**src/rtl/bridge_pkg.sv**
```systemverilog
// Shared types and constants for the bridge_tx response serializer.
// Frame layout: 'M', four hex digits MSB-first, CR, LF.
package bridge_pkg;

    typedef enum logic {
        IDLE = 1'b0,
        SEND = 1'b1
    } state_t;

    typedef logic [2:0] idx_t;

    localparam logic [7:0] ASCII_M   = 8'h4D;
    localparam logic [7:0] ASCII_CR  = 8'h0D;
    localparam logic [7:0] ASCII_LF  = 8'h0A;
    localparam int         FRAME_LEN = 7;
    localparam idx_t       LAST_IDX  = idx_t'(FRAME_LEN - 1);

endpackage

```
**src/rtl/bridge_tx_hex_encoder.sv**
```systemverilog
// Combinational nibble-to-ASCII converter producing uppercase hex digits.
module hex_encoder (
    input  logic [3:0] i_nib,
    output logic [7:0] o_asc
);

    always_comb begin
        if (i_nib < 4'd10) o_asc = 8'h30 + {4'h0, i_nib};
        else               o_asc = 8'h37 + {4'h0, i_nib};
    end

endmodule

```
**src/rtl/bridge_tx.sv**
```systemverilog
// Turns completed bus reads into 7-byte ASCII frames on a valid/ready byte stream.
// Define BRIDGE_TX_PENDING_EN to add a one-entry pending slot for colliding reads.
module bridge_tx
    import bridge_pkg::*;
(
    input  logic        clk,
    input  logic        rst,
    input  logic [15:0] data_i,
    input  logic        rw_i,
    input  logic        valid_i,
    output logic [7:0]  data_o,
    output logic        valid_o,
    input  logic        ready_i,
    output logic        busy_o,
    output logic        overflow_o
);

    state_t      r_state;
    idx_t        r_idx;
    logic [15:0] r_data;
    logic [7:0]  r_byte;
    logic        r_valid;
    logic        r_busy;
    logic        r_ovf;

    logic        w_cap;
    logic        w_xfer;
    logic        w_last;
    logic        w_drop;
    state_t      w_nxt_state;
    idx_t        w_nxt_idx;
    logic [15:0] w_nxt_data;
    logic [3:0]  w_nib;
    logic [7:0]  w_hex;
    logic [7:0]  w_nxt_byte;

`ifdef BRIDGE_TX_PENDING_EN
    logic        r_pend_vld;
    logic [15:0] r_pend_data;
    logic        w_nxt_pend_vld;
    logic [15:0] w_nxt_pend_data;
`endif

    assign w_cap  = valid_i && !rw_i;
    assign w_xfer = r_valid && ready_i;
    assign w_last = w_xfer && (r_idx == LAST_IDX);

    always_comb begin
        w_nxt_state = r_state;
        w_nxt_idx   = r_idx;
        w_nxt_data  = r_data;
        w_drop      = 1'b0;
`ifdef BRIDGE_TX_PENDING_EN
        w_nxt_pend_vld  = r_pend_vld;
        w_nxt_pend_data = r_pend_data;
`endif
        case (r_state)
            IDLE: begin
                if (w_cap) begin
                    w_nxt_state = SEND;
                    w_nxt_idx   = '0;
                    w_nxt_data  = data_i;
                end
            end
            SEND: begin
                if (w_last) begin
`ifdef BRIDGE_TX_PENDING_EN
                    // The held entry is older, so it goes first; a same-cycle read refills the slot.
                    if (r_pend_vld) begin
                        w_nxt_idx       = '0;
                        w_nxt_data      = r_pend_data;
                        w_nxt_pend_vld  = w_cap;
                        w_nxt_pend_data = w_cap ? data_i : r_pend_data;
                    end else if (w_cap) begin
                        w_nxt_idx  = '0;
                        w_nxt_data = data_i;
                    end else begin
                        w_nxt_state = IDLE;
                    end
`else
                    if (w_cap) begin
                        w_nxt_idx  = '0;
                        w_nxt_data = data_i;
                    end else begin
                        w_nxt_state = IDLE;
                    end
`endif
                end else begin
                    if (w_xfer) w_nxt_idx = idx_t'(r_idx + 3'd1);
                    if (w_cap) begin
`ifdef BRIDGE_TX_PENDING_EN
                        if (!r_pend_vld) begin
                            w_nxt_pend_vld  = 1'b1;
                            w_nxt_pend_data = data_i;
                        end else begin
                            w_drop = 1'b1;
                        end
`else
                        w_drop = 1'b1;
`endif
                    end
                end
            end
            default: w_nxt_state = IDLE;
        endcase
    end

    // Encode the byte for the next cycle so data_o comes straight from a flop.
    always_comb begin
        case (w_nxt_idx)
            3'd1:    w_nib = w_nxt_data[15:12];
            3'd2:    w_nib = w_nxt_data[11:8];
            3'd3:    w_nib = w_nxt_data[7:4];
            3'd4:    w_nib = w_nxt_data[3:0];
            default: w_nib = 4'h0;
        endcase
    end

    hex_encoder u_hex (
        .i_nib (w_nib),
        .o_asc (w_hex)
    );

    always_comb begin
        w_nxt_byte = 8'h00;
        if (w_nxt_state == SEND) begin
            case (w_nxt_idx)
                3'd0:    w_nxt_byte = ASCII_M;
                3'd5:    w_nxt_byte = ASCII_CR;
                3'd6:    w_nxt_byte = ASCII_LF;
                default: w_nxt_byte = w_hex;
            endcase
        end
    end

    always_ff @(posedge clk) begin
        if (rst) begin
            r_state <= IDLE;
            r_idx   <= '0;
            r_data  <= '0;
            r_byte  <= 8'h00;
            r_valid <= 1'b0;
            r_busy  <= 1'b0;
            r_ovf   <= 1'b0;
        end else begin
            r_state <= w_nxt_state;
            r_idx   <= w_nxt_idx;
            r_data  <= w_nxt_data;
            r_byte  <= w_nxt_byte;
            r_valid <= (w_nxt_state == SEND);
            r_busy  <= (w_nxt_state == SEND);
            r_ovf   <= r_ovf | w_drop;
        end
    end

`ifdef BRIDGE_TX_PENDING_EN
    always_ff @(posedge clk) begin
        if (rst) begin
            r_pend_vld  <= 1'b0;
            r_pend_data <= '0;
        end else begin
            r_pend_vld  <= w_nxt_pend_vld;
            r_pend_data <= w_nxt_pend_data;
        end
    end
`endif

    assign data_o     = r_byte;
    assign valid_o    = r_valid;
    assign busy_o     = r_busy;
    assign overflow_o = r_ovf;

endmodule

```
**config.mk**
```make
export PLATFORM = sky130hd
export DESIGN_NAME = bridge_tx
export DESIGN_NICKNAME = d
export VERILOG_FILES = /design/src/rtl/bridge_pkg.sv /design/src/rtl/bridge_tx_hex_encoder.sv /design/src/rtl/bridge_tx.sv
export SDC_FILE = /design/constraint.sdc
export NUM_CORES = 1
export LEC_CHECK = 0
export BUFFER_PORTS_ARGS = -buffer_cell sky130_fd_sc_hd__buf_2
export CORE_MARGIN = 4
export CORE_UTILIZATION = 48
export DETAILED_ROUTE_END_ITERATION = 10
export GPL_TIMING_DRIVEN = 0
export PLACE_DENSITY = 0.82
export SLEW_MARGIN = 20
export SYNTH_ARGS = -nofsm -noshare
export SYNTH_HDL_FRONTEND = slang
export SYNTH_HIERARCHICAL = 1
export SYNTH_SLANG_ARGS = --single-unit
export TNS_END_PERCENT = 20
```
**constraint.sdc**
```tcl
create_clock -name clk -period 4.49 [get_ports clk]
set_clock_uncertainty 0.15 [all_clocks]
set_input_delay 0.6735 -clock clk [delete_from_list [all_inputs] [get_ports clk]]
set_output_delay 0.6735 -clock clk [all_outputs]
set_load 0.01 [all_outputs]
```
After elaboration in Yosys (flattened, before gate mapping) --
Index checks and enable logic that the tools add are counted.
Storage, ports and cells: logic and storage cells 40, output and inout bits 11, input port bits 21, flip-flop bits (word level) 29
Cells by class: bitwise gates (word level) 3, muxes and demuxes 15, equal/unequal tests 7, reductions and logical operators 6, $add $sub $neg 3, order comparisons 1
Operators by type and width (number):
- two-way mux 16 bit | 2
- case mux 16 bit (2 select lines) | 1
- case mux 8 bit (3 select lines) | 1
- case mux 4 bit (4 select lines) | 1
- adder 6 x 4 -> 7 bit (first input constant) | 2
- == test 3 bit (second input constant) | 4
- two-way mux 3 bit | 3
- two-way mux 8 bit | 1
- == test 3 x 2 -> 1 bit (second input constant) | 2
- case mux 3 bit (2 select lines) | 1
- less-than comparator 4 bit (second input constant) | 1
- two-way mux 1 bit | 4
- adder 3 x 1 -> 3 bit (second input constant) | 1
- == test 3 x 1 -> 1 bit (second input constant) | 1
- logical AND 1 bit | 3
- zero test 3 bit | 1
- NOT 1 bit | 2
- case mux 1 bit (2 select lines) | 1
- OR reduction 2 bit | 1
- zero test 1 bit | 1
- OR 1 bit | 1

Logic depth before layout (Yosys ltp) --
Gate-level depths: netlist (run 1).
word-level depth 10, depth in mapped cells 15, mapped depth without buffers 13

Modules after synthesis --
The synthesis (run 1) kept the hierarchy.
Modules (own cells, without submodules):
- bridge_tx | seq. area each 580.6 µm², times used 1, area each 1456.4 µm², cells an instance 163
- hex_encoder | seq. area each 0.0 µm², times used 1, area each 105.1 µm², cells an instance 16

Worst setup path before layout (run 1) --
OpenSTA, ideal clock, no wires.
path type input to register, from in rw_i, to reg r_byte[2] (netlist: data_o[2]), stages on the path 13, required time 4.224 ns, setup slack 1.305 ns, path buffers 2, library setup time 0.116 ns, arrival time 2.919 ns, path through nand2b_1 -> a32oi_1 -> and2_1 -> buf_2 -> buf_4 -> nand2_1 -> o211ai_1 -> inv_1 -> ha_1 -> nand2_2 -> mux2_1 -> o311a_1 -> a31o_1
Between the ends: cells in the longest elaborated chain, start to end 10, elaborated cells between the ends (all ways) 26, those cells by class add/sub (2); order compare (1); eq/ne (6); mux (12); bitwise (1); reduce/logical (4)
Ends and longest elaborated chain:
- start, declared | RTL line bridge_tx.sv:9 | input logic rw_i,
- zero test 1 bit * | RTL line bridge_tx.sv:44 | assign w_cap = valid_i && !rw_i;
- logical AND 1 bit * | RTL line bridge_tx.sv:44
- two-way mux 3 bit | RTL line bridge_tx.sv:59, bridge_tx.sv:81
- two-way mux 3 bit | RTL line bridge_tx.sv:66 | if (w_last) begin
- case mux 3 bit (2 select lines) | RTL line bridge_tx.sv:57 | case (r_state)
- == test 3 bit (tied with other cells) | RTL line bridge_tx.sv:110 | case (w_nxt_idx)
- case mux 4 bit (4 select lines) * | RTL line bridge_tx.sv:110
- named net w_nib[1] | RTL line bridge_tx.sv:33 | logic [3:0] w_nib;
- adder 6 x 4 -> 7 bit (tied with other cells) | RTL line bridge_tx_hex_encoder.sv:9 | else o_asc = 8'h37 + {4'h0, i_nib};
- two-way mux 8 bit * | RTL line bridge_tx_hex_encoder.sv:8 | if (i_nib < 4'd10) o_asc = 8'h30 + {4'h0, i_nib};
- named net w_hex[2] | RTL line bridge_tx.sv:34 | logic [7:0] w_hex;
- case mux 8 bit (3 select lines) * | RTL line bridge_tx.sv:127 | case (w_nxt_idx)
- end signal, assigned | RTL line bridge_tx.sv:149 | r_byte <= w_nxt_byte;
- end, declared | RTL line bridge_tx.sv:21 | logic [7:0] r_byte;
Mark *: on every way through the listed nets, which the timed path passes. The rest lies on a longest branch. A chain may end at the register's enable or synchronous reset.

Worst setup path after layout (run 1) --
from reg r_idx[0], to reg r_byte[2] (netlist: data_o[2])
Between the ends: cells in the longest elaborated chain, start to end 9, elaborated cells between the ends (all ways) 26, those cells by class add/sub (3); order compare (1); eq/ne (7); mux (11); bitwise (1); reduce/logical (3)
Ends and longest elaborated chain:
- start, declared | RTL line bridge_tx.sv:19 | idx_t r_idx;
- start signal, assigned | RTL line bridge_tx.sv:147 | r_idx <= w_nxt_idx;
- adder 3 x 1 -> 3 bit or == test 3 bit (tied branches) | RTL line bridge_tx.sv:89, bridge_tx.sv:46
- two-way mux 3 bit or logical AND 1 bit (tied branches) | RTL line bridge_tx.sv:89, bridge_tx.sv:46
- two-way mux 3 bit | RTL line bridge_tx.sv:66
- case mux 3 bit (2 select lines) | RTL line bridge_tx.sv:57
- == test 3 bit (tied with other cells) | RTL line bridge_tx.sv:110
- case mux 4 bit (4 select lines) * | RTL line bridge_tx.sv:110
- named net w_nib[1] | RTL line bridge_tx.sv:33
- adder 6 x 4 -> 7 bit (tied with other cells) | RTL line bridge_tx_hex_encoder.sv:9
- two-way mux 8 bit * | RTL line bridge_tx_hex_encoder.sv:8
- named net w_hex[2] | RTL line bridge_tx.sv:34
- case mux 8 bit (3 select lines) * | RTL line bridge_tx.sv:127
Marks and branches as above.

==> run_results.csv, run 1 <==
group,metric,value,unit
grt,grt_first_pass_wirelength,5440,µm
sta,setup_viol,0,
final_layout,drive_above_1_share,28.1,%
final_layout,synthToLayoutAreaGrowth,17.0,%
yosys,synth_nets,203,
yosys,synthCells,179,
clocking,worst_skew_pair.late_latency,0.33,ns
yosys,synth_top_area_share,37.2,%
final_layout,nFillCells,290,
power,pwr_density_cell,283,nW/µm²
clocking,h-tree-depth,2,
setup_path,worstSetupPathType,"flop to flop",
placed_design,io_buffers,31,
clocking,post_cts_buffers,0,
setup_path,endpoint_kind,"flop",
floorplanning,rows,20,
job,drv_cap,0,
placed_design,hpwlAfterDp,2400,µm
grt,gr-total-overflow,0,
sta,finalSetupTns,0,ns
yosys,synthTopCellsByCount,"29 x dfxtp_1, 21 x nand2_1, 19 x a21oi_1",
detailed_routing,antenna_left,0,
sta,timing.final.hold_violations,0,
detailed_routing,drt_wl_total,3180,µm
clocking,cts_made_buffers,5,
yosys,synth_area_leaders,"dfxtp_1 37%, a21oi_1 6.1%, mux2_2 5.0%",
power,leakagePower,0.745,nW
grt,track_usage,16.5,%
hold_path,hold_class,"flop to flop",
grt,grt_pass1_vias,1280,
yosys,synth_seq_cells,29,
clocking,clk_path_buf_depth,2,
grt,antenna_found_initial,0,
yosys,async_reset_ff_share,0,%
sta,max_freq,285,MHz
power,peakVddDrop,0.000190,V
hold_path,hold_path_depth,2,
setup_path,worst-endpoint-arrival,3.58,ns
clocking,post_cts_resized,0,
floorplanning,die_area,4230,µm²
yosys,synthMostInstantiatedCell,"dfxtp_1",
grt,grt_max_degree,11,
yosys,yosysTopAreaCell,"dfxtp_1",
placed_design,place_congestion,0.886,
sta,min_period_over_period,78.1,%
sta,timing.final.crit_period,3.51,ns
detailed_routing,routedWlPerCell,12.2,µm
yosys,synth_edf_count,0,
clocking,cts-root-buf,"clkbuf_4",
sta,maxSlewHeadroom,55.3,%
floorplanning,die_height,65.0,µm
setup_path,crit_fanout,10,
yosys,yosysUniqueCellTypes,44,
clocking,cts_tree,"yes",
clocking,cts_sinks,29,
sta,finalWorstSetupSlack,0.984,ns
detailed_routing,vias_per_cell,5.28,
final_layout,fin_nets,241,
detailed_routing,drt-initial-drc-count,31,
yosys,synth_area_per_cell,8.72,µm²
yosys,yosysWarnings,6,
floorplanning,die_x,65.0,µm
detailed_routing,first_pass_iters,4,
setup_path,reg2reg_depth,15,
setup_path,crit_required,4.57,ns
status,outcome,"finished clean",
yosys,syn_area,1560,µm²
sta,rsz0062_at_grt,"false",
final_layout,antenna_cells,0,
floorplanning,ios,32,
setup_path,start_kind,"flop",
detailed_routing,drc,0,
sta,tightest_slew,0.670,ns
clocking,cts_hold_buffers,0,
clocking,clk_pin_slew_worst_paths,0.09,ns
detailed_routing,via_count,1379,
floorplanning,fp.coreArea,3080,µm²
placed_design,pre_cts_slack,0.873,ns
floorplanning,initial_utilization,50.7,%
yosys,synth_ff_type,"dfxtp_1",
sta,final-max-slew-violation-count,0,
yosys,synth-seq-area-share,37.2,%
-- state kept, by name (all words and copies together) (netlist names) --
signal and count:
busy_o 1, data_o 8, overflow_o 1, r_data 16
r_idx 3
-- power by group --
part           internal (W)  switching [W]
sequential         0.000269     0.00000444
combinational     0.0000395      0.0000451
clock             0.0000737      0.0000855
total              0.000382       0.000135
-- area by class of cell --
cell class | instances | area [µm²] | share of cell area (%)
multi-input cells | 134 | 892 | 48.8
flip-flops and latches | 29 | 581 | 31.8
repair buffers | 31 | 155 | 8.49
plain buffers | 13 | 77.6 | 4.25
clock buffers | 7 | 55.1 | 3.01
well taps | 44 | 55.1 | 3.01
inverters | 3 | 11.3 | 0.616
-- through the flow --
stage	hold slack (ns)	util (%)	cell area [µm²]	total power, W	std cells
floorplan	0.287	-	1560	0.000338	179
global placement	0.294	57.6	1770	0.000363	254
detailed placement	0.299	57.6	1770	0.000364	254
global route	0.329	59.3	1830	0.000545	261
CTS	0.312	59.3	1830	0.000521	261
finish	0.313	59.3	1830	0.000517	261
-- cells in the final DEF, fill, tap and decap left out, types with 5 or more instances in the layout --
| cell | netlist | layout |
|---|---|---|
| a21oi_1 | 19 | 19 |
| clkbuf_4 | 0 | 5 |
| nor2_1 | 17 | 17 |
| mux2_2 | 7 | 7 |
| nor2b_1 | 7 | 7 |
| buf_2 | 5 | 36 |
| o211ai_1 | 5 | 5 |
| nand2_1 | 21 | 21 |
| dfxtp_1 | 29 | 29 |
-- final timing paths --
kind,startpoint,to,slack (ns)
max reg2reg,r_idx[0],data_o[2],0.98
min,r_data[4],r_data[4],0.31
min reg2reg,r_data[4],r_data[4],0.31
max,r_idx[0],data_o[2],0.98
-- per-layer routing --
| metal | track usage [%] | routed length (µm) |
|---|---|---|
| met2 | 27.5 | 1520 |
| met3 | 4.68 | 175 |
| met1 | 20.3 | 1440 |
| met5 | 0 | 0 |
| met4 | 5.70 | 51 |
-- logic make-up (layout without fill, tap and decap cells) --
family / Yosys count / after routing / synth area share [%]
and+or+nand+nor: 63 / 63 / 20.3
AOI/OAI and AO/OA: 48 / 48 / 20.8
DFF: 29 / 29 / 37.2
buffers and inverters: 16 / 54 / 5.69
muxes: 15 / 15 / 10.7
xor gates and xnor gates: 4 / 4 / 2.72
adders and majority gates: 3 / 3 / 2.40
other: 1 / 1 / 0.240
-- worst max-delay path: stages, from the launching register on --
cell      delay [ns]
dfxtp_1         0.38
inv_1           0.09
ha_1            0.26
nand2b_1        0.16
a32oi_1         0.34
and2_1          0.18
buf_2           0.16
buf_4           0.19
nand2_1         0.11
o211ai_1        0.40
inv_1           0.08
ha_1            0.21
nand2_2         0.07
mux2_1          0.33
o311a_1         0.11
a31o_1          0.18
Power figures use the tool's default switching activity.
==> run 2, diff against run 1 <==
clock period = 3.6 ns   (was 4.49 ns; I/O delays follow)
==> run 2 against run 1 <==
Register-to-register slack worse by 0.74 ns. Sequential share of layout area is 0.26 points lower. Power is 25% higher. Clock-buffer cell count did not move. Combinational power grew 25%. Sequential power grew 25%. Critical endpoint unchanged. Die area did not move. Largest power group unchanged. Highest routed layer unchanged.
==> run_results.csv, run 2 (synthesized netlist as in run 1, its figures left out) <==
group,metric,value,unit
final_layout,fin_nets,242,
hold_path,min_to,"r_data[11]",
setup_path,worst-endpoint-arrival,3.43,ns
clocking,cts_tree,"yes",
sta,finalWorstSetupSlack,0.249,ns
detailed_routing,via_count,1380,
grt,track_usage,16.5,%
grt,use_met2,27.5,%
sta,maxSlewHeadroom,56.3,%
setup_path,crit_chain,"inv_1 > ha_1 > nand2b_1 > a32oi_2 > and2_1 > buf_2 > buf_4 > nand2_1 > o211ai_1 > inv_1 > ha_1 > nand2_2 > mux2_1 > o311a_1 > a31o_1",
detailed_routing,drt_wl_total,3190,µm
final_layout,largest-register,"r_data",
hold_path,hold_start,"data_i[11]",
floorplanning,die_height,65.0,µm
sta,whs,0.292,ns
clocking,cts_sinks,29,
detailed_routing,routedWlPerCell,12.2,µm
sta,timing.final.crit_period,3.35,ns
detailed_routing,antenna_left,0,
grt,met1_usage,20.3,%
final_layout,antenna_cells,0,
sta,final-max-slew-violation-count,0,
setup_path,crit_fanout,10,
setup_path,start_kind,"flop",
grt,grt_max_degree,11,
power,leakagePower,0.751,nW
final_layout,synthToLayoutAreaGrowth,17.9,%
final_layout,final_common_cell,"buf_2",
setup_path,crit_path_max_incr_delay,0.38,ns
detailed_routing,vias_per_cell,5.27,
setup_path,cp_slowest_cell,"dfxtp_1",
power,pwr_density_cell,350,nW/µm²
hold_path,hold_class,"input pin to flop",
sta,min_period_over_period,93.1,%
sta,tightest_slew,0.656,ns
clocking,clk_pin_slew_worst_paths,0.09,ns
status,outcome,"finished clean",
sta,setup_viol,0,
clocking,cts_made_buffers,5,
floorplanning,die_area,4230,µm²
grt,grt_util_met3,4.68,%
final_layout,layout_common_cells,"36 x buf_2, 29 x dfxtp_1, 21 x nand2_1, 19 x a21oi_1, 17 x nor2_1",
grt,gr-total-overflow,0,
floorplanning,ios,32,
setup_path,reg2reg_from,"r_idx[0]",
sta,timing.final.hold_violations,0,
hold_path,hold_path_depth,3,
floorplanning,die_x,65.0,µm
detailed_routing,first_pass_iters,4,
clocking,clk_path_buf_depth,2,
detailed_routing,drc,0,
grt,grt_pass1_vias,1280,
final_layout,nFillCells,288,
floorplanning,rows,20,
setup_path,crit_required,3.68,ns
sta,max_freq,298,MHz
placed_design,dp.cells,254,
setup_path,endpoint_kind,"flop",
clocking,h-tree-depth,2,
setup_path,rrSetupSlack,0.25,ns
final_layout,layout.cells.non_filler,262,
final_layout,drive_above_1_share,28.9,%
placed_design,hpwlAfterDp,2400,µm
clocking,worst_skew_pair.late_latency,0.33,ns
grt,grt_first_pass_wirelength,5440,µm
placed_design,io_buffers,31,
final_layout,fin_util,59.8,%
grt,antenna_found_initial,0,
detailed_routing,drt-initial-drc-count,50,
grt,busiest_layer,"met2",
clocking,cts-root-buf,"clkbuf_4",
setup_path,rr_endpoint,"data_o[2]",
job,drv_cap,0,
setup_path,reg2reg_depth,15,
power,peakVddDrop,0.000237,V
placed_design,place_congestion,0.886,
placed_design,pre_cts_slack,0.116,ns
final_layout,largest_reg_flops,16,
floorplanning,fp.coreArea,3080,µm²
setup_path,worstSetupPathType,"flop to flop",
floorplanning,initial_utilization,50.7,%
sta,finalSetupTns,0,ns
run 2: through the flow:
step	instance area (µm²)	power, W
finish	1840	0.000645
global placement	1770	0.000453
global route	1840	0.000681
CTS	1830	0.000649
floorplan	1560	0.000422
detailed placement	1770	0.000454
run 2: final cells by class:
cell class	count	area, µm²	share of cell area, %
Inverter	3	11.3	0.611
Buffer	13	77.6	4.21
Clock buffer	7	55.1	2.99
Multi-Input combinational cell	134	900	48.8
Tap cell	44	55.1	2.99
Timing Repair Buffer	32	163	8.83
Sequential cell	29	581	31.5
run 2: power by group:
| part | internal [W] | switching (W) | leakage, nW |
|---|---|---|---|
| registers | 0.000335 | 0.00000554 | 0.237 |
| clock network | 0.0000920 | 0.000106 | 0.0314 |
| logic | 0.0000497 | 0.0000566 | 0.483 |
| total | 0.000477 | 0.000168 | 0.751 |
run 2: routing by layer:
metal / vias up / part of all wire [%]
met5: - / 0
met4: 0 / 1.6
met3: 5 / 5.5
met2: 33 / 48
met1: 631 / 45
li1: 711 / -
run 2: timing repair:
action / 4_1_cts / 5_1_grt
endpoints found under the hold margin: 0 / 0
setup buffers: 0 / 1
gates resized for setup: 0 / 1
hold buffers: 0 / 0
endpoints found under the setup margin: 0 / 2
run 2: worst max path at each step:
| stage | start | to | slack (ns) |
|---|---|---|---|
| 4_1_cts | r_idx[0] | data_o[2] | 0.11 |
| 3_3_place_gp | rw_i | data_o[2] | 0.1 |
| 3_5_place_dp | rw_i | data_o[2] | 0.12 |
| 2_1_floorplan | r_idx[0] | data_o[2] | 0.47 |
| 6_report | r_idx[0] | data_o[2] | 0.25 |
| 5_1_grt | r_idx[0] | data_o[2] | -0.002 |
run 2: worst max-delay path: cells and delay by family (launching register included):
family / cells / cell delay [ns]
multiplexers: 1 / 0.33
flip-flops: 1 / 0.38
AO/OA/AOI/OAI: 4 / 0.89
AND/OR/NAND/NOR: 4 / 0.52
buffers and inverters: 4 / 0.52
adder cells (fa/ha/maj): 2 / 0.47
==> run 3, diff against run 2 <==
CORE_MARGIN = not set   (was 4)
==> run 3 against run 2 <==
Clock power increased by 14%. Global-route usage increased by 4.8 points. Non-clock buffer count increased by 2. Sequential share of layout area decreased by 0.63 points. Fmax decreased by 1.3%. Flip-flop and latch count unchanged. Critical path type unchanged. Highest routed layer unchanged.
==> run_results.csv, run 3 (synthesized netlist as in run 1, its figures left out) <==
group,metric,value,unit
final_layout,antenna_cells,0,
final_layout,nFillCells,293,
hold_path,hold_class,"input pin to flop",
sta,setup_viol,0,
job,drv_cap,0,
sta,whs,0.287,ns
detailed_routing,vias_per_cell,5.35,
sta,final-max-slew-violation-count,0,
clocking,cts_hold_buffers,0,
clocking,cts_made_buffers,5,
clocking,clk_path_buf_depth,2,
floorplanning,initial_utilization,50.7,%
sta,timing.final.crit_period,3.39,ns
final_layout,drive_above_1_share,30.3,%
sta,max_freq,295,MHz
clocking,worst_skew_pair.late_latency,0.33,ns
sta,finalSetupTns,0,ns
power,pwr_density_cell,359,nW/µm²
final_layout,final_common_cell,"buf_2",
placed_design,pre_cts_slack,0.0477,ns
detailed_routing,drc,0,
final_layout,synthToLayoutAreaGrowth,20.4,%
setup_path,start_kind,"flop",
setup_path,worst-endpoint-arrival,3.47,ns
setup_path,crit_fanout,10,
sta,tightest_slew,0.652,ns
floorplanning,rows,20,
grt,track_usage,21.3,%
grt,grt_first_pass_wirelength,5570,µm
sta,min_period_over_period,94.3,%
detailed_routing,drt_wl_total,3180,µm
floorplanning,ios,32,
clocking,clk_pin_slew_worst_paths,0.09,ns
final_layout,layout.cells.non_filler,265,
grt,antenna_found_initial,0,
placed_design,io_buffers,31,
setup_path,worstSetupPathType,"flop to flop",
final_layout,fin_util,61.1,%
placed_design,dp.cells,254,
grt,grt_max_degree,11,
power,leakagePower,0.773,nW
detailed_routing,routedWlPerCell,12.0,µm
final_layout,largest-register,"r_data",
floorplanning,die_height,59.0,µm
floorplanning,die_area,3490,µm²
setup_path,crit_required,3.68,ns
status,outcome,"finished clean",
clocking,cts-root-buf,"clkbuf_4",
grt,grt_pass1_vias,1382,
clocking,cts_sinks,29,
final_layout,fin_nets,244,
detailed_routing,antenna_left,0,
final_layout,layout_common_cells,"36 x buf_2, 29 x dfxtp_1, 21 x nand2_1, 19 x a21oi_1, 17 x nor2_1",
grt,gr-total-overflow,0,
floorplanning,fp.coreArea,3080,µm²
detailed_routing,via_count,1419,
detailed_routing,drt-initial-drc-count,70,
clocking,cts_tree,"yes",
clocking,h-tree-depth,2,
detailed_routing,first_pass_iters,4,
placed_design,place_congestion,0.858,
placed_design,hpwlAfterDp,2400,µm
floorplanning,die_x,59.0,µm
final_layout,largest_reg_flops,16,
power,peakVddDrop,0.000249,V
sta,finalWorstSetupSlack,0.206,ns
setup_path,endpoint_kind,"flop",
sta,maxSlewHeadroom,56.5,%
sta,timing.final.hold_violations,0,
## run 3: cell count changes in the layout (fill, tap and decap cells not counted)
cell and delta:
a21oi_2 -1, a21oi_4 +1, buf_4 +2, clkbuf_1 -1, clkbuf_8 +1, clkinv_2 +1
## run 3: critical path, cell delays in order (launching register included)
cell      delay [ns]
dfxtp_1         0.39
inv_1           0.09
ha_1            0.26
nand2b_1        0.17
a32oi_2         0.25
and2_1          0.16
buf_2           0.17
buf_4           0.19
nand2_1         0.12
o211ai_1        0.33
inv_1           0.08
ha_1            0.22
nand2_2         0.07
mux2_1          0.33
o311a_1         0.12
a31o_1          0.18
## run 3: per-stage QoR
| step | cell area [µm²] | power (W) |
|---|---|---|
| floorplan | 1560 | 0.000422 |
| global placement | 1770 | 0.000452 |
| detailed placement | 1770 | 0.000454 |
| CTS | 1840 | 0.000676 |
| global route | 1880 | 0.000710 |
| finish | 1880 | 0.000675 |
## run 3: cell type report
cell class	instances	area (µm²)	area share (%)
tap	44	55.1	2.93
multi-input combinational	134	907	48.3
inverter	3	11.3	0.599
timing repair buffer	34	178	9.45
clock buffer	7	65.1	3.46
buffer	13	77.6	4.13
clock inverter	1	5.00	0.266
sequential	29	581	30.9
## run 3: layer usage
layer  global-route usage [%]  wire length [µm]
met1                     23.8              1440
met2                     37.2              1510
met3                     6.99               179
met4                     8.50                52
met5                        0                 0
## run 3: where the power goes
part | switching (W) | internal [W] | total (W) | leakage [nW]
Sequential | 0.00000537 | 0.000335 | 0.000340 | 0.237
Combinational | 0.0000584 | 0.0000509 | 0.000109 | 0.495
Clock | 0.000112 | 0.000113 | 0.000225 | 0.0413
Total | 0.000176 | 0.000499 | 0.000675 | 0.773
## run 3: path summary, 6_finish.rpt
check	end	depth (start not counted)	start	slack [ns]
worst min-delay path	r_data[8]	3	data_i[8]	0.29
worst max-delay path	data_o[2]	15	r_idx[0]	0.21
worst min register to register	r_data[9]	2	r_data[9]	0.31
worst max register to register	data_o[2]	15	r_idx[0]	0.21
## run 3: what timing repair did
action,4_1_cts,5_1_grt
resized for setup,0,2
endpoints found under the setup margin,0,4
setup buffers,0,3
